[config.mk]
export PLATFORM = sky130hd
export DESIGN_NAME = prga_fifo_ext
export DESIGN_NICKNAME = d
export VERILOG_FILES = /design/src/rtl/prga_fifo_pkg.sv /design/src/rtl/prga_fifo_ext_ram.sv /design/src/rtl/prga_fifo_ext.sv
export SDC_FILE = /design/constraint.sdc
export NUM_CORES = 1
export LEC_CHECK = 0
export ABC_AREA = 1
export CAP_MARGIN = 30
export CORE_MARGIN = 3
export CORE_UTILIZATION = 45
export CTS_CLUSTER_SIZE = 20
export DETAILED_ROUTE_END_ITERATION = 8
export SKIP_LAST_GASP = 1
export SLEW_MARGIN = 15
export SYNTH_ARGS = -nofsm -noshare
export SYNTH_HDL_FRONTEND = slang
export SYNTH_SLANG_ARGS = --single-unit
[constraint.sdc]
create_clock -name clk -period 4.6 [get_ports clk]
set_input_delay 0.46 -clock clk [delete_from_list [all_inputs] [get_ports clk]]
set_output_delay 0.46 -clock clk [all_outputs]
set_load 0.03 [all_outputs]
[src/rtl/prga_fifo_pkg.sv]
// Shared definitions for the PRGA FIFO family: pointer sizing, threshold
// legality and the two output modes.
package prga_fifo_pkg;

    // Output modes
    localparam int LOOKAHEAD_REG  = 0;  // dout registered, loads on accepted read
    localparam int LOOKAHEAD_FWFT = 1;  // head entry shown combinationally

    // Pointers carry one extra wrap bit so full and empty are distinguishable
    function automatic int ptr_width(input int depth_log2);
        return depth_log2 + 1;
    endfunction

    // Watermark thresholds must lie in 0..DEPTH-1
    function automatic bit thres_legal(input int thres, input int depth_log2);
        return (thres >= 0) && (thres < (1 << depth_log2));
    endfunction

endpackage

[src/rtl/prga_fifo_ext_ram.sv]
// DEPTH x DATA_WIDTH flop storage: one synchronous write port, one
// asynchronous read port. Contents are deliberately not reset.
module prga_fifo_ext_ram #(
    parameter int DATA_WIDTH = 8,
    parameter int ADDR_W     = 3
) (
    input  logic                  clk,
    input  logic                  we,
    input  logic [ADDR_W-1:0]     waddr,
    input  logic [DATA_WIDTH-1:0] wdata,
    input  logic [ADDR_W-1:0]     raddr,
    output logic [DATA_WIDTH-1:0] rdata
);

    logic [DATA_WIDTH-1:0] mem [1 << ADDR_W];

    // Write port
    always_ff @(posedge clk) begin
        if (we) mem[waddr] <= wdata;
    end

    assign rdata = mem[raddr];

endmodule

[src/rtl/prga_fifo_ext.sv]
// Parametrised synchronous FIFO with registered or lookahead output,
// occupancy count and almost-full/almost-empty watermarks.
// Optional sticky overflow/underflow flags: define PRGA_FIFO_ERROR_EN.
module prga_fifo_ext
    import prga_fifo_pkg::*;
#(
    parameter int DATA_WIDTH   = 8,
    parameter int DEPTH_LOG2   = 3,
    parameter int LOOKAHEAD    = 0,
    parameter int AFULL_THRES  = 1,
    parameter int AEMPTY_THRES = 1
) (
    input  logic                  clk,
    input  logic                  rst,
    input  logic                  wr,
    input  logic [DATA_WIDTH-1:0] din,
    output logic                  full,
    output logic                  almost_full,
    input  logic                  rd,
    output logic [DATA_WIDTH-1:0] dout,
    output logic                  empty,
    output logic                  almost_empty,
    output logic [DEPTH_LOG2:0]   count,
    output logic                  overflow,
    output logic                  underflow
);

    localparam int DEPTH = 1 << DEPTH_LOG2;
    localparam int PW    = ptr_width(DEPTH_LOG2);

    localparam logic [PW-1:0] DEPTH_P  = PW'(DEPTH);
    localparam logic [PW-1:0] AFULL_P  = PW'(AFULL_THRES);
    localparam logic [PW-1:0] AEMPTY_P = PW'(AEMPTY_THRES);

    if (!thres_legal(AFULL_THRES, DEPTH_LOG2) || !thres_legal(AEMPTY_THRES, DEPTH_LOG2)) begin : g_bad_thres
        $error("prga_fifo_ext: watermark threshold outside 0..DEPTH-1");
    end

    logic [PW-1:0]         wr_ptr, rd_ptr, occ;
    logic [DATA_WIDTH-1:0] head;
    logic                  wr_acc, rd_acc;

    // Flags come only from registered pointers, so no wr/rd-to-output path
    always_comb begin
        occ          = wr_ptr - rd_ptr;
        empty        = (occ == '0);
        full         = (occ == DEPTH_P);
        almost_full  = ((DEPTH_P - occ) <= AFULL_P);
        almost_empty = (occ <= AEMPTY_P);
        wr_acc       = wr && !full;
        rd_acc       = rd && !empty;
    end

    assign count = occ;

    // Pointer advance on accepted operations only
    always_ff @(posedge clk or posedge rst) begin
        if (rst) begin
            wr_ptr <= '0;
            rd_ptr <= '0;
        end else begin
            if (wr_acc) wr_ptr <= wr_ptr + 1'b1;
            if (rd_acc) rd_ptr <= rd_ptr + 1'b1;
        end
    end

    prga_fifo_ext_ram #(
        .DATA_WIDTH (DATA_WIDTH),
        .ADDR_W     (DEPTH_LOG2)
    ) u_ram (
        .clk   (clk),
        .we    (wr_acc),
        .waddr (wr_ptr[DEPTH_LOG2-1:0]),
        .wdata (din),
        .raddr (rd_ptr[DEPTH_LOG2-1:0]),
        .rdata (head)
    );

    if (LOOKAHEAD == LOOKAHEAD_REG) begin : g_reg_out
        logic [DATA_WIDTH-1:0] dout_q;
        // Capture the head entry as it is popped; hold on rejected reads
        always_ff @(posedge clk or posedge rst) begin
            if (rst)         dout_q <= '0;
            else if (rd_acc) dout_q <= head;
        end
        assign dout = dout_q;
    end else begin : g_fwft_out
        assign dout = head;
    end

`ifdef PRGA_FIFO_ERROR_EN
    // Sticky error flags: set on any rejected request, cleared only by reset
    always_ff @(posedge clk or posedge rst) begin
        if (rst) begin
            overflow  <= 1'b0;
            underflow <= 1'b0;
        end else begin
            if (wr && full)  overflow  <= 1'b1;
            if (rd && empty) underflow <= 1'b1;
        end
    end
`else
    assign overflow  = 1'b0;
    assign underflow = 1'b0;
`endif

endmodule

==> key figures, run 1 <==
Run
  – MaxCap Viol Count: 0

Global route
  – Largest net degree at the start of global routing: 37
  – GR Overflow Total: 0
  – Total GRT Usage: 0.179
  – Number of global-route vias before repair: about 2600
  – Initial antenna violation count: 0
  – First-pass GRT wire length: ~13000 um

Placed design
  – Port Buffers: 27
  – Gpl congestion: slightly above 0.8
  – DP HPWL: 5460 um
  – Place WS: between 1 and 1.5 ns

Critical path
  – Kind of critical path: reg2out
  – Critical path's most frequent cell: nand2_1
  – CP Capture Type: output pin
  – CP max FO: 21
  – Crit-path max cell delay: about 0.67 ns
  – CP max-delay cell: clkdlybuf4s50_1
  – Req. time, crit path: just over 4 ns
  – Largest delay share family, worst path: buffers and inverters
  – CP Launch Type: register
  – CP bufs+invs: 4
  – Crit path cell chain: buf_4 > clkinv_1 > ha_1 > a21oi_1 > nand2_1 > nand2_1 > nand3_2 > inv_1 > clkdlybuf4s50_1
  – Worst path arrival time: between 3 and 4 ns

Timing
  – Tmin final: 3.84 ns
  – Final Setup Violations: 0
  – Slew @ Worst Pin: 0.931 ns
  – Setup TNS Final: 0 ns
  – Fmax: 260 MHz
  – Ratio of final minimum period to clock period: 0.835
  – Clk_skew: ~0.008 ns
  – PnR worst setup slack: approximately 0.76 ns
  – Hold Violations, Final: 0
  – RSZ-0062 raised after global routing: no
  – Relative slew slack: 0.377
  – Slew Limit Fails: 0

Logic synthesis
  – Post-Syn Area: about 3800 um^2
  – Top cell type's share of synthesized area: 0.505
  – Cell count after synthesis: about 420
  – Seq/Total Area, Yosys: 0.610
  – Most common cell in the synthesized netlist: nand2_1
  – Largest cells by area after synthesis: edfxtp_1, nand2_1, dfrtp_1
  – Mapped Avg Cell Area: 9.15 um^2
  – Yosys warns: 0
  – Asr flop ratio synth: 0.200
  – Number of synthesized flops with an enable pin: 64
  – Synth area leader: edfxtp_1
  – Count of different cell masters after synthesis: 22
  – Synth Register Bits: 80
  – Top cells by count, synth: nand2_1, inv_1, edfxtp_1
  – Post-synth top flop: edfxtp_1

Status
  – Outcome: finished clean

Floorplan
  – Die height: approximately 98 um
  – Die width: ~100 um
  – Site Rows: 32
  – Core Box Area: approximately 8000 um^2
  – Area of the die: approximately 9600 um^2
  – Num ports: 30
  – Initial core utilization: 0.478

Cells and area
  – Final Util: 0.543
  – Syn-to-layout area delta: 13.7%
  – Nets: around 460
  – Layout cells sized above 1: 0.0516
  – ANT cells: 0

Clocking
  – Num CTS Buffers: 9
  – CTS tree: done
  – Sink Count: 80
  – Clk root buf: clkbuf_8
  – Hold_buf cts: 0
  – Clock Latency Late Sink: roughly 0.35 ns
  – Clk pin slew, worst setup/hold paths: about 0.08 ns
  – H-tree Lvls: 3
  – CTS Buffer Depth: 2
  – Post-CTS Setup Inserts: 0
  – Cts repair resizes: 0

Power and ir drop
  – Maximum vdd drop: between 0.0003 and 0.0004 V
  – LEAKAGE: between 2 and 2.5 nW
  – PD cells: around 710 nW/um^2

Min path
  – Min-Delay Path Class: reg2reg

Drt
  – TritonRoute pass-1 iters: 4
  – DRC violation count after routing: 0
  – Via Count: 2624
  – Post-DRT Antenna Nets: 0
  – Routed wire length: 7990 um
  – Starting DRT DRC Count: 157
  – Routed len/inst: 14.6 um
  – Via/cell ratio: 4.79
==> tightest hold or removal path: cells and delay by family, from the launching register on <==
kind | cells | cell delay [ns]
flip-flops | 1 | 0.35
AND/OR/NAND/NOR | 2 | 0.09
==> kinds of logic after synthesis <==
kind of cell / synth area share
AOI/OAI and AO/OA: 0.00263
xor gates and xnor gates: 0.00920
adders and majority gates: 0.0217
buffers and inverters: 0.108
DFF: 0.610
other: 0.000985
and+or+nand+nor: 0.248
==> layout make-up <==
| type | instances | area, um^2 |
|---|---|---|
| clock inverters | 5 | 57.6 |
| flip-flops and latches | 80 | 2320 |
| clock buffers | 11 | 131 |
| inverters | 80 | 300 |
| fillers | 752 | 3640 |
| well taps | 102 | 128 |
| multi-input cells | 240 | 1080 |
| repair buffers | 30 | 313 |
==> power by group <==
part,switching [mW],internal (mW)
combinational,1.02,0.533
sequential,0.0884,0.949
clock,0.252,0.251
==> layer usage <==
layer	share of wire	GRT usage	up-vias
li1	-	-	1337
met1	0.46	0.245	1221
met2	0.47	0.285	55
met3	0.047	0.0279	11
met4	0.019	0.0767	0
met5	0	0	-
==> stage by stage <==
stage | cells | total power [mW] | hold slack [ns] | cell area, um^2
floorplan | 417 | 2.12 | 0.374 | 3810
global placement | 531 | 2.57 | 0.455 | 4110
detailed placement | 532 | 2.61 | 0.459 | 4140
CTS | 548 | 3.12 | 0.481 | 4330
global route | 548 | 3.34 | 0.511 | 4330
finish | 548 | 3.09 | 0.477 | 4330
==> cells in the final DEF, fill, tap and decap left out, drive strengths merged <==
master	netlist	layout
ha	5	5
nand3	58	58
clkinv	2	6
dfrtp	16	16
inv	78	78
nor2	10	10
a21oi	1	1
nor3	1	1
o21ai	1	1
xor2	4	4
clkbuf	2	11
conb	1	2
fa	1	1
nand2	157	157
buf	15	3
clkdlybuf4s50	0	27
bufinv	0	1
edfxtp	64	64
==> final timing paths <==
path,start,endpoint,slack (ns),depth (start not counted)
setup / recovery,rd_ptr[1],empty,0.76,9
hold / removal,dout[7],dout[7],0.48,2
setup reg to reg,rd_ptr[1],u_ram.mem[6][7],1.21,8
hold reg to reg,dout[7],dout[7],0.48,2
max in group asynchronous,rst,wr_ptr[0],3.67,2
min in group asynchronous,rst,dout[5],0.50,2
==> registers in the layout (all words and copies together), names as in the netlist <==
signal,flops
rd_ptr,4
dout,8
u_ram.mem,64
wr_ptr,4
No activity file was read; power rests on OpenSTA's default activity.
==> run 2: changes to the inputs <==
Clock period 4.6 ns to 4 ns, I/O delays scaled along.
==> run 2 against run 1 <==
Non-clock buffer count grew 6. Worst setup slack lost 0.26 ns. Combinational power grew 15%. Highest routed layer unchanged. Sequential share of layout area shrank 0.23 points. Register-to-register slack lost 0.24 ns. Wire length shrank 1.7%. Final area grew 0.43%. Global-route usage shrank 0.75 points. Clock power grew 11%. Sequential power grew 15%. Die area is the same. Critical path type unchanged. Core utilization grew 0.24 points.
==> key figures, run 2 (synthesis gave the netlist of run 1 again) <==
Critical path
  – Req. time, crit path: about 3.6 ns
  – R2r setup slk: ~0.97 ns
  – R2r worst-path depth: 7
  – Worst path arrival time: about 3.1 ns
  – RR Endpoint: u_ram.mem[6][3]
  – CP Launch Type: register
  – Kind of critical path: reg2out
  – CP Capture Type: output pin
  – Reg2reg start: rd_ptr[2]
  – CP max FO: 14

Timing
  – Hold Violations, Final: 0
  – Ratio of final minimum period to clock period: 0.875
  – Setup TNS Final: 0 ns
  – RSZ-0062 raised after global routing: no
  – Clk_skew: slightly below 0.01 ns
  – Slew @ Worst Pin: 0.825 ns
  – Slew Limit Fails: 0
  – Relative slew slack: 0.448
  – Tmin final: about 3.5 ns
  – Final Setup Violations: 0
  – Fmax: around 290 MHz

Placed design
  – DP HPWL: between 5000 and 6000 um
  – Gpl congestion: 0.786
  – Port Buffers: 27

Clocking
  – Sink Count: 80
  – Hold_buf cts: 0
  – Clk pin slew, worst setup/hold paths: around 0.08 ns
  – Cts repair resizes: 0
  – CTS Buffer Depth: 2
  – H-tree Lvls: 3
  – Clk root buf: clkbuf_8
  – CTS tree: done
  – Num CTS Buffers: 9
  – Clock Latency Late Sink: about 0.34 ns
  – Post-CTS Setup Inserts: 0

Cells and area
  – ANT cells: 0
  – Most common cell after layout, fill and taps aside: nand2_1
  – Nets: 465
  – Reg with most FFs: u_ram.mem
  – Layout cells sized above 1: 0.0600
  – Syn-to-layout area delta: 14.2%
  – Max reg flops: 64
  – Commonest non-fill, non-tap cells in the layout: nand2_1, inv_1, edfxtp_1, nand3_1, clkdlybuf4s50_1

Status
  – Outcome: finished clean

Floorplan
  – Initial core utilization: 0.478
  – Num ports: 30
  – Core Box Area: 7970 um^2
  – Die width: just under 100 um
  – Die height: approximately 98 um
  – Site Rows: 32
  – Area of the die: approximately 9600 um^2

Power and ir drop
  – Combinational power share: 0.504
  – LEAKAGE: 2.07 nW
  – PD cells: roughly 820 nW/um^2
  – Internal Power: 1.99 mW
  – Maximum vdd drop: about 0.00044 V
  – Clk pwr share: 0.157
  – Sequential power share: 0.339
  – Psw: 1.56 mW
  – Total power: ~3.5 mW
  – Switch share: 0.439

Global route
  – Initial antenna violation count: 0
  – Largest net degree at the start of global routing: 37
  – Total GRT Usage: 0.172
  – M2 GR Usage: 0.274
  – GR Overflow Total: 0
  – Met3 usage: 0.0243
  – First-pass GRT wire length: roughly 13000 um
  – GR Util met1: 0.241
  – Number of global-route vias before repair: ~2400
  – Grt peak-use layer: met2

Drt
  – TritonRoute pass-1 iters: 4
  – DRC violation count after routing: 0
  – Post-DRT Antenna Nets: 0
  – Routed len/inst: roughly 14 um
  – Via Count: approximately 2700
  – Via/cell ratio: ~4.8
  – Starting DRT DRC Count: roughly 160
  – Routed wire length: just under 8000 um

Min path
  – Min-Delay Path Class: in2async

Run
  – MaxCap Viol Count: 0
-- run 2: cell types whose count changed in the layout (fill, tap and decap cells not counted) --
| cell | delta |
|---|---|
| clkinv_4 | -1 |
| buf_8 | +1 |
| buf_4 | +6 |
| clkbuf_1 | -1 |
| buf_16 | -1 |
| clkinv_2 | -1 |
| clkinv_1 | +1 |
-- run 2: power groups by stage --
stage | Combinational, mW | Sequential, mW | Clock [mW]
after CTS | 1.81 | 1.20 | 0.567
after global routing | 1.99 | 1.23 | 0.598
after global placement | 1.78 | 1.22 | 0
final | 1.79 | 1.20 | 0.557
after floorplan | 1.19 | 1.25 | 0
after detailed placement | 1.80 | 1.22 | 0
-- run 2: worst max-delay path by stage --
stage,endpoint,from,cells after the start,slack [ns]
floorplan,almost_full,rd_ptr[1],9,1.17
global placement,empty,rd_ptr[2],8,0.97
detailed placement,empty,rd_ptr[2],8,0.86
CTS,empty,rd_ptr[2],8,0.49
global route,empty,rd_ptr[2],8,0.22
finish,empty,rd_ptr[2],8,0.50
-- run 2: area by class of cell --
class                      instances  area, um^2
tap                              102         128
sequential                        80        2320
clock inverter                     4        47.5
clock buffer                      10         128
fill                             719        3620
inverter                          80         300
multi-input combinational        240        1080
timing repair buffer              36         345
-- run 2: worst max-delay path, cell delays in order, from the launching register on --
cell             delay [ns]
dfrtp_1                0.56
clkinv_1               0.32
ha_1                   0.41
a21oi_1                0.24
nand2_1                0.10
nand2_1                0.10
nand3_2                0.23
inv_1                  0.11
clkdlybuf4s50_1        0.67
-- run 2: through the flow --
step / util / cells / setup slack, ns / hold WS [ns] / cell area (um^2)
after global routing: 0.546 / 552 / 0.218 / 0.508 / 4350
after CTS: 0.546 / 552 / 0.492 / 0.463 / 4350
after global placement: 0.522 / 537 / 0.966 / 0.454 / 4160
after detailed placement: 0.524 / 538 / 0.858 / 0.459 / 4170
final: 0.546 / 552 / 0.500 / 0.447 / 4350
after floorplan: - / 417 / 1.17 / 0.314 / 3810
-- run 2: layer usage --
layer  wire length (um)  vias up
met1               3730     1250
li1                   -     1354
met4                 55        0
met3                305        5
met2               3770       43
met5                  0        -
==> run 3: changes to the inputs <==
Settings changed: DONT_BUFFER_PORTS from default to 1.
==> run 3 against run 2 <==
Worst setup slack improved by 0.40 ns. Largest cell class unchanged. First-iteration DRC count is 8.8% lower. Critical path depth unchanged. Combinational power decreased by 21%. Clock skew fell by 0.00087 ns. Wire length up 1.4%. Highest routed layer unchanged.
==> key figures, run 3 (synthesis gave the netlist of run 1 again) <==
Critical path
  – R2r setup slk: between 1 and 1.5 ns
  – R2r worst-path depth: 7
  – CP Capture Type: output pin
  – Worst path arrival time: between 2 and 3 ns
  – RR Endpoint: u_ram.mem[2][1]
  – CP max FO: 21
  – Req. time, crit path: around 3.6 ns
  – CP Launch Type: register
  – Kind of critical path: reg2out
  – Reg2reg start: rd_ptr[1]

Clocking
  – Post-CTS Setup Inserts: 0
  – CTS Buffer Depth: 2
  – Clk root buf: clkbuf_8
  – Hold_buf cts: 0
  – Cts repair resizes: 0
  – Sink Count: 80
  – Clk pin slew, worst setup/hold paths: around 0.080 ns
  – CTS tree: done
  – Clock Latency Late Sink: approximately 0.35 ns
  – Num CTS Buffers: 9
  – H-tree Lvls: 3

Power and ir drop
  – Total power: approximately 3.2 mW
  – PD cells: between 700 and 800 nW/um^2
  – Maximum vdd drop: 0.000363 V
  – LEAKAGE: ~1.9 nW

Drt
  – Routed len/inst: between 15 and 20 um
  – Starting DRT DRC Count: about 150
  – Via Count: approximately 2500
  – DRC violation count after routing: 0
  – Routed wire length: approximately 8000 um
  – Post-DRT Antenna Nets: 0
  – Via/cell ratio: approximately 4.8
  – TritonRoute pass-1 iters: 4

Cells and area
  – Syn-to-layout area delta: 6.31%
  – Commonest non-fill, non-tap cells in the layout: nand2_1, inv_1, edfxtp_1, nand3_1, dfrtp_1
  – Final instance area: 4050 um^2
  – Most common cell after layout, fill and taps aside: nand2_1
  – Reg with most FFs: u_ram.mem
  – ANT cells: 0
  – Max reg flops: 64
  – Nets: 434
  – Layout cells sized above 1: 0.0570

Global route
  – Initial antenna violation count: 0
  – Largest net degree at the start of global routing: 37
  – Total GRT Usage: 0.176
  – First-pass GRT wire length: ~13000 um
  – GR Overflow Total: 0
  – Number of global-route vias before repair: around 2400

Placed design
  – DP HPWL: approximately 5500 um
  – Area post-placement: slightly below 4000 um^2
  – Port Buffers: 0
  – Place WS: between 1 and 1.5 ns
  – Gpl congestion: between 0.8 and 0.9

Timing
  – RSZ-0062 raised after global routing: no
  – Tmin final: ~3.1 ns
  – Final Setup Violations: 0
  – Clk_skew: around 0.0090 ns
  – Ratio of final minimum period to clock period: 0.774
  – Setup TNS Final: 0 ns
  – PnR worst setup slack: between 0.9 and 1 ns
  – Hold Slack: 0.0180 ns
  – Slew Limit Fails: 0
  – Slew @ Worst Pin: roughly 0.77 ns
  – Relative slew slack: 0.482
  – Hold Violations, Final: 0
  – Fmax: between 300 and 400 MHz

Floorplan
  – Site Rows: 32
  – Core Box Area: 7970 um^2
  – Area of the die: roughly 9600 um^2
  – Die height: between 90 and 100 um
  – Initial core utilization: 0.478
  – Die width: just under 100 um
  – Num ports: 30

Status
  – Outcome: finished clean

Run
  – MaxCap Viol Count: 0

Min path
  – Min-Delay Path Class: in2async
[run 3: critical path, cell delays in order, from the launching register on]
cell and delay, ns:
dfrtp_1 0.83, clkinv_1 0.20, ha_1 0.25, a21oi_1 0.23, nand2_1 0.10, nand2_1 0.10
nand2_1 0.22, o21ai_0 0.22, buf_4 0.18
[run 3: cell type report]
| cell class | count | area (um^2) |
|---|---|---|
| multi-input combinational | 240 | 1080 |
| timing repair buffer | 5 | 55.1 |
| inverter | 80 | 300 |
| tap | 102 | 128 |
| sequential | 80 | 2320 |
| clock inverter | 5 | 32.5 |
| fill | 750 | 3920 |
| clock buffer | 11 | 131 |
[run 3: stage by stage]
stage | utilization | instances
final | 0.508 | 523
after CTS | 0.505 | 522
after detailed placement | 0.484 | 506
after global routing | 0.508 | 523
after global placement | 0.484 | 506
after floorplan | - | 417
[run 3: worst max path at each step]
stage	endpoint	startpoint	cells after the start
6_report	almost_full	rd_ptr[1]	8
4_1_cts	almost_full	rd_ptr[1]	8
5_1_grt	almost_full	rd_ptr[1]	8
3_5_place_dp	u_ram.mem[2][4]	rd_ptr[2]	9
3_3_place_gp	u_ram.mem[4][6]	rd_ptr[1]	7
2_1_floorplan	almost_full	rd_ptr[1]	9
[run 3: power by group]
part	internal (mW)	switching [mW]
clock network	0.225	0.287
registers	1.09	0.215
logic	0.416	1.00
[run 3: layer usage]
layer / vias to the layer above / GRT usage / part of all wire
met5: - / 0 / 0
met4: 0 / 0.0543 / 0.012
met3: 6 / 0.0443 / 0.047
met2: 62 / 0.275 / 0.47
met1: 1141 / 0.244 / 0.47
li1: 1288 / - / -
